[src/rtl/pwm_duty_capture.sv]
// ---------------------------------------------------------------------------
// pwm_duty_capture
//
// Receive-side duty-cycle recovery for an external PWM waveform. PWM_In is
// synchronised to sysclk. The high time H and the period P are then measured
// between consecutive rising edges. The duty cycle floor(H*100/P) is computed
// with a restoring shift-subtract divider that produces one quotient bit per
// cycle. The result uses the same 7-bit 0..100 format that the duty
// generators drive.
//
// Ports
//   sysclk        in   system clock, rising edge
//   Reset         in   synchronous active-high reset
//   Enable_SW_1   in   capture enable; low clears everything but the synchroniser
//   PWM_In        in   asynchronous PWM input
//   Duty_Output   out  [6:0] last computed duty, 0..100 percent
//   Duty_Valid    out  one-cycle pulse when Duty_Output updates
//   Period_Count  out  [CNT_W-1:0] period (sysclk cycles) of the last result
//   Overrun       out  one-cycle pulse when an edge is dropped during a divide
// ---------------------------------------------------------------------------
module pwm_duty_capture #(
    parameter int CNT_W       = 16,
    parameter int SYNC_STAGES = 2
) (
    input  logic             sysclk,
    input  logic             Reset,
    input  logic             Enable_SW_1,
    input  logic             PWM_In,
    output logic [6:0]       Duty_Output,
    output logic             Duty_Valid,
    output logic [CNT_W-1:0] Period_Count,
    output logic             Overrun
);

    // Numerator H*100 needs 7 extra bits because 100 < 128.
    localparam int                NUM_W     = CNT_W + 7;
    localparam int                ITER_W    = $clog2(NUM_W);
    localparam logic [CNT_W-1:0]  CNT_MAX   = {CNT_W{1'b1}};
    localparam logic [ITER_W-1:0] ITER_LAST = ITER_W'(NUM_W - 1);
    localparam logic [NUM_W-1:0]  PCT_SCALE = NUM_W'(100);
    localparam logic [6:0]        PCT_FULL  = 7'd100;

    typedef enum logic [1:0] {
        ST_IDLE    = 2'd0,
        ST_MEASURE = 2'd1,
        ST_DIVIDE  = 2'd2
    } state_t;

    logic [SYNC_STAGES-1:0] sync_r;
    logic                   sync_d_r;
    state_t                 state_r,       state_nx_s;
    logic [CNT_W-1:0]       period_cnt_r,  period_cnt_nx_s;
    logic [CNT_W-1:0]       high_cnt_r,    high_cnt_nx_s;
    logic                   timed_out_r,   timed_out_nx_s;
    logic [NUM_W-1:0]       num_r,         num_nx_s;
    logic [CNT_W-1:0]       rem_r,         rem_nx_s;
    logic [CNT_W-1:0]       den_r,         den_nx_s;
    logic [ITER_W-1:0]      iter_r,        iter_nx_s;
    logic [6:0]             duty_r,        duty_nx_s;
    logic                   valid_r,       valid_nx_s;
    logic [CNT_W-1:0]       period_out_r,  period_out_nx_s;
    logic                   overrun_r,     overrun_nx_s;

    logic                   sync_s;
    logic                   edge_s;
    logic                   clear_s;
    logic                   timeout_s;
    logic [CNT_W+NUM_W-1:0] step_s;

    // One restoring-division step. Returns {remainder, numerator shifted
    // left with the new quotient bit in the LSB}. The borrow out of the
    // trial subtraction decides the quotient bit.
    function automatic logic [CNT_W+NUM_W-1:0] div_step(
        input logic [CNT_W-1:0] rem,
        input logic [NUM_W-1:0] num,
        input logic [CNT_W-1:0] den
    );
        logic [CNT_W:0]         trial;
        logic [CNT_W:0]         diff;
        logic [CNT_W+NUM_W-1:0] res;
        trial = {rem, num[NUM_W-1]};
        diff  = trial - {1'b0, den};
        if (diff[CNT_W] == 1'b0) begin
            res = {diff[CNT_W-1:0], num[NUM_W-2:0], 1'b1};
        end else begin
            res = {trial[CNT_W-1:0], num[NUM_W-2:0], 1'b0};
        end
        return res;
    endfunction

    // Clamp a full-width quotient to the 0..100 output range.
    function automatic logic [6:0] pct_clamp(input logic [NUM_W-1:0] q);
        logic [6:0] res;
        if (q > PCT_SCALE) begin
            res = PCT_FULL;
        end else begin
            res = q[6:0];
        end
        return res;
    endfunction

    assign sync_s    = sync_r[SYNC_STAGES-1];
    assign edge_s    = sync_s & ~sync_d_r;
    assign clear_s   = Reset | ~Enable_SW_1;
    // Fires once per saturation; timed_out_r blocks repeats until the next edge.
    assign timeout_s = (period_cnt_r == CNT_MAX) & ~timed_out_r;

    // Input synchroniser and edge-detect delay; only Reset clears them, so
    // sampling continues while capture is disabled.
    always_ff @(posedge sysclk) begin
        if (Reset) begin
            sync_r   <= {SYNC_STAGES{1'b0}};
            sync_d_r <= 1'b0;
        end else begin
            sync_r   <= {sync_r[SYNC_STAGES-2:0], PWM_In};
            sync_d_r <= sync_s;
        end
    end

    // Next-state, counter, divider and output computation.
    always_comb begin
        state_nx_s      = state_r;
        period_cnt_nx_s = period_cnt_r;
        high_cnt_nx_s   = high_cnt_r;
        timed_out_nx_s  = timed_out_r;
        num_nx_s        = num_r;
        rem_nx_s        = rem_r;
        den_nx_s        = den_r;
        iter_nx_s       = iter_r;
        duty_nx_s       = duty_r;
        valid_nx_s      = 1'b0;
        period_out_nx_s = period_out_r;
        overrun_nx_s    = 1'b0;
        step_s          = div_step(rem_r, num_r, den_r);

        // Counters run in every state. An edge restarts both at 1, so at
        // the next edge they hold exactly P and H.
        if (edge_s) begin
            period_cnt_nx_s = CNT_W'(1);
            high_cnt_nx_s   = CNT_W'(1);
            timed_out_nx_s  = 1'b0;
        end else begin
            if (period_cnt_r != CNT_MAX) begin
                period_cnt_nx_s = period_cnt_r + CNT_W'(1);
            end else begin
                period_cnt_nx_s = period_cnt_r;
            end
            if (sync_s && (high_cnt_r != CNT_MAX)) begin
                high_cnt_nx_s = high_cnt_r + CNT_W'(1);
            end else begin
                high_cnt_nx_s = high_cnt_r;
            end
        end

        case (state_r)
            ST_IDLE: begin
                // The first edge only opens a period; nothing to capture yet.
                if (edge_s) begin
                    state_nx_s = ST_MEASURE;
                end else if (timeout_s) begin
                    duty_nx_s       = sync_s ? PCT_FULL : 7'd0;
                    period_out_nx_s = CNT_MAX;
                    valid_nx_s      = 1'b1;
                    timed_out_nx_s  = 1'b1;
                    state_nx_s      = ST_IDLE;
                end else begin
                    state_nx_s = ST_IDLE;
                end
            end
            ST_MEASURE: begin
                // An edge takes priority over a simultaneous timeout.
                if (edge_s) begin
                    num_nx_s   = NUM_W'(high_cnt_r) * PCT_SCALE;
                    den_nx_s   = period_cnt_r;
                    rem_nx_s   = CNT_W'(0);
                    iter_nx_s  = ITER_W'(0);
                    state_nx_s = ST_DIVIDE;
                end else if (timeout_s) begin
                    duty_nx_s       = sync_s ? PCT_FULL : 7'd0;
                    period_out_nx_s = CNT_MAX;
                    valid_nx_s      = 1'b1;
                    timed_out_nx_s  = 1'b1;
                    state_nx_s      = ST_IDLE;
                end else begin
                    state_nx_s = ST_MEASURE;
                end
            end
            ST_DIVIDE: begin
                // Edges during the divide are dropped and flagged. A timeout
                // waits until MEASURE is re-entered.
                overrun_nx_s = edge_s;
                rem_nx_s     = step_s[CNT_W+NUM_W-1:NUM_W];
                num_nx_s     = step_s[NUM_W-1:0];
                if (iter_r == ITER_LAST) begin
                    duty_nx_s       = pct_clamp(step_s[NUM_W-1:0]);
                    period_out_nx_s = den_r;
                    valid_nx_s      = 1'b1;
                    iter_nx_s       = ITER_W'(0);
                    state_nx_s      = ST_MEASURE;
                end else begin
                    iter_nx_s  = iter_r + ITER_W'(1);
                    state_nx_s = ST_DIVIDE;
                end
            end
            default: begin
                state_nx_s = ST_IDLE;
            end
        endcase
    end

    // State and datapath registers; Reset or a low enable discards everything,
    // including a divide in progress.
    always_ff @(posedge sysclk) begin
        if (clear_s) begin
            state_r      <= ST_IDLE;
            period_cnt_r <= CNT_W'(0);
            high_cnt_r   <= CNT_W'(0);
            timed_out_r  <= 1'b0;
            num_r        <= NUM_W'(0);
            rem_r        <= CNT_W'(0);
            den_r        <= CNT_W'(0);
            iter_r       <= ITER_W'(0);
            duty_r       <= 7'd0;
            valid_r      <= 1'b0;
            period_out_r <= CNT_W'(0);
            overrun_r    <= 1'b0;
        end else begin
            state_r      <= state_nx_s;
            period_cnt_r <= period_cnt_nx_s;
            high_cnt_r   <= high_cnt_nx_s;
            timed_out_r  <= timed_out_nx_s;
            num_r        <= num_nx_s;
            rem_r        <= rem_nx_s;
            den_r        <= den_nx_s;
            iter_r       <= iter_nx_s;
            duty_r       <= duty_nx_s;
            valid_r      <= valid_nx_s;
            period_out_r <= period_out_nx_s;
            overrun_r    <= overrun_nx_s;
        end
    end

    assign Duty_Output  = duty_r;
    assign Duty_Valid   = valid_r;
    assign Period_Count = period_out_r;
    assign Overrun      = overrun_r;

endmodule

[config.mk]
export PLATFORM = sky130hd
export DESIGN_NAME = pwm_duty_capture
export DESIGN_NICKNAME = d
export VERILOG_FILES = /design/src/rtl/pwm_duty_capture.sv
export SDC_FILE = /design/constraint.sdc
export NUM_CORES = 1
export LEC_CHECK = 0
export CAP_MARGIN = 5
export CORE_MARGIN = 2
export CORE_UTILIZATION = 40
export DETAILED_ROUTE_END_ITERATION = 12
export PLACE_DENSITY = 0.67
export SLEW_MARGIN = 0
export SYNTH_ARGS = -nofsm -noshare
export SYNTH_HDL_FRONTEND = slang
export SYNTH_SLANG_ARGS = --single-unit
[constraint.sdc]
create_clock -name sysclk -period 8.5 [get_ports sysclk]
set_input_delay 1.275 -clock sysclk [delete_from_list [all_inputs] [get_ports sysclk]]
set_output_delay 1.275 -clock sysclk [all_outputs]
set_load 0.01 [all_outputs]
==> results by group <==
Outcome
  – Status: finished clean

Timing
  – Least-Margin Pin Slew: 1120 ps
  – Minimum clock period: 3500 ps
  – Finish-stage setup viols: 0
  – RSZ-0062 raised after global routing: false
  – F_max: 286 MHz
  – Worst hold slack: around 440 ps
  – Skew final: 9.83 ps
  – Slew Limit Fails: 0
  – Final worst slack: about 5000 ps
  – Setup_tns: 0 ps
  – Final worst path period share: 0.412
  – Slew HR: 0.248
  – Number of failing hold endpoints at the final stage: 0

Clock network
  – Num CTS Buffers: 17
  – Worst-skew pair later-pin latency: 430 ps
  – Clock sinks: 123
  – CTS H-tree lvls: 4
  – Clk slew on worst S/H paths: 60 ps
  – CTS tree: yes
  – Hold buffers post-CTS: 0
  – Maximum root-to-sink buffer count: 2
  – Clock root buffer master: clkbuf_16
  – Post-CTS Setup Bufs: 0
  – Post-CTS Resized: 0

Power and ir drop
  – Clock power frac: 0.555
  – Pleak: between 3 and 4 nW
  – Power per Cell Area: 160 nW/um^2
  – Net Switching: 0.000295 W
  – Int Pwr: 0.00105 W
  – Net Sw Frac: 0.219
  – Reg power frac: 0.431
  – VDD IR max: 0.000118 V
  – Combinational share of power: 0.015

Route
  – Detail Route Antenna Nets: 0
  – WL met1: 8.54 mm
  – Routed WL: approximately 17 mm
  – Initial DRC count: roughly 430
  – Detailed-route via count: 6045
  – Drt drc: 0
  – Wire length per cell: 15.0 um
  – Via density: 5.40
  – First-pass DRT Iterations: 5
  – Highest routed metal layer: met4
  – Met3 Wirelength: 627 um
  – Routed wl met2: 7.30 mm

Die
  – I/O pin total: 29
  – FP Rows: 49
  – Core Area: 18000 sq um
  – Die Y: 140 um
  – Die area: 19500 sq um
  – Die X: approximately 140 um
  – Initial Utilization: 0.408

Yosys
  – Post-synthesis sequential area ratio: 0.335
  – Top_reg_cell synth: dfxtp_1
  – EDFF count, synth: 0
  – Synth area leader: dfxtp_1
  – Async set-reset flop share out of synthesis: 0
  – Syn_nets: 950
  – #FFs+latches synth: roughly 120
  – Synth top area share: 0.335
  – Syn_area_per_cell: about 8.5 sq um
  – Yosys warns: 0
  – Synth unique cells: slightly above 70
  – Post-Syn Area: roughly 7300 sq um
  – Gate Count Post-Synth: 861
  – Dominant cells by area after synthesis: dfxtp_1 (34%), ha_1 (12%), nand2_1 (4.5%), a21oi_1 (3.9%), nor2_1 (3.8%)

Worst setup path
  – Worst-path cell chain: ha_1 -> ha_1 -> inv_1 -> fa_1 -> inv_1 -> ha_1 -> o21a_1 -> o21a_1 -> and3_1 -> a221o_1 -> a21oi_1 -> nor4b_1 -> a221o_1
  – CP most frequent cell: ha_1
  – WS Path Type: flop to flop
  – Crit. End Element: flop
  – Arrival time worst endpoint: approximately 3800 ps
  – Crit-path slowest cell: fa_1
  – Crit Path Max Fanout: 4
  – Worst EP required: 8820 ps
  – CP Launch Type: flop
  – CP peak stage delay: 500 ps

Cells and area
  – Fillers: 1743
  – Most frequent cells in the layout: dfxtp_1 (123), nand2_1 (89), nor2_1 (74)
  – Syn-to-layout area delta: 14.4%
  – Commonest non-fill, non-tap cell in the layout: dfxtp_1
  – Final #Nets: about 970
  – Layout cells sized above 1: 0.0617
  – Final Cell Area: 8410 sq um
  – Layout Utilization: 0.467
  – # diodes: 0

Placed design
  – Place WS: 4720 ps
  – GPL Wtd Cong: 0.864
  – Hpwl dp: 12.1 mm
  – Port buffer count: 28
  – Post-placement cell area: 7800 sq um

Global routing
  – Total grt overflow: 0
  – Vias in the first global route: approximately 5.7k
  – First-pass GRT wire length: 27.9 mm
  – Largest net degree at the start of global routing: 69
  – Total Routing Usage GR: 0.177
  – Initial antenna violation count: 0

Run
  – MaxCap Viol Count: 0

Worst hold path
  – Worst Hold Class: flop to flop
## worst paths after layout
| check | from | to | slack [ps] | cells after the start |
|---|---|---|---|---|
| setup / recovery | high_cnt_r[6] | num_r[21] | 5000 | 13 |
| hold / removal | sync_r[0] | sync_r[1] | 440 | 1 |
| setup reg to reg | high_cnt_r[6] | num_r[21] | 5000 | 13 |
| hold reg to reg | sync_r[0] | sync_r[1] | 440 | 1 |
## per-layer routing
| layer | vias up | global-route usage |
|---|---|---|
| met5 | - | 0 |
| met4 | 0 | 0.0674 |
| met3 | 23 | 0.0434 |
| met2 | 107 | 0.272 |
| met1 | 2828 | 0.240 |
| li1 | 3087 | - |
## sequential cells by signal, summed over array words and instances (netlist names)
name / cells
num_r: 23
Period_Count: 16
den_r: 16
high_cnt_r: 16
period_cnt_r: 16
rem_r: 16
Duty_Output: 7
iter_r: 5
state_r: 2
sync_r: 2
Duty_Valid: 1
Overrun: 1
sync_d_r: 1
timed_out_r: 1
## critical path: cells and delay by family (launching register included)
| family | cells | cell delay [ps] |
|---|---|---|
| AOI/OAI and AO/OA | 5 | 1230 |
| adders and majority gates | 4 | 1370 |
| buffers and inverters | 2 | 90 |
| DFF | 1 | 440 |
| and+or+nand+nor | 2 | 270 |
## synth_stat cells (4+ instances only)
cell / n
and3_1: 19
nor2b_1: 11
nand2_1: 89
fa_1: 12
o22ai_1: 7
a21oi_1: 58
o21ai_1: 6
or3_1: 4
o21a_1: 12
xnor2_1: 26
a31oi_1: 6
o21ai_0: 29
o2111ai_1: 5
a22oi_1: 15
clkbuf_1: 28
dfxtp_1: 123
nand4_1: 11
ha_1: 73
nor4_1: 6
and4_1: 5
nor2_1: 75
a21o_1: 10
inv_1: 72
nor3_1: 14
mux2i_1: 17
xor2_1: 21
a311oi_1: 15
nand2b_1: 10
nand3_1: 19
## layout make-up
cell class                 count  area (sq um)  area share
multi-input combinational    630          4460       0.530
sequential                   123          2460       0.293
clock buffer                  18           439      0.0522
timing repair buffer          34           325      0.0387
tap                          229           287      0.0341
inverter                      72           270      0.0321
clock inverter                14           169      0.0201
## logic make-up after synthesis
group	count (synthesis)	share of synthesized area
mux	17	0.0232
compound gates	201	0.184
xor+xnor	48	0.0598
fa+ha+maj	85	0.157
simple gates	279	0.182
flops	123	0.335
buf+inv	108	0.0599
## through the flow
stage | instances | power, W
6_report | 1120 | 0.00135
5_1_grt | 1120 | 0.00139
4_1_cts | 1120 | 0.00136
3_5_place_dp | 1088 | 0.000612
3_3_place_gp | 1088 | 0.000612
2_1_floorplan | 861 | 0.000605
## power groups by stage
| stage | clock network [W] | logic, W | registers [W] |
|---|---|---|---|
| 2_1_floorplan | 0 | 0.0000137 | 0.000592 |
| 3_3_place_gp | 0 | 0.0000195 | 0.000592 |
| 3_5_place_dp | 0 | 0.0000195 | 0.000593 |
| 4_1_cts | 0.000759 | 0.0000196 | 0.000580 |
| 5_1_grt | 0.000786 | 0.0000217 | 0.000580 |
| 6_report | 0.000747 | 0.0000196 | 0.000580 |
No activity file was read; power rests on OpenSTA's default activity.
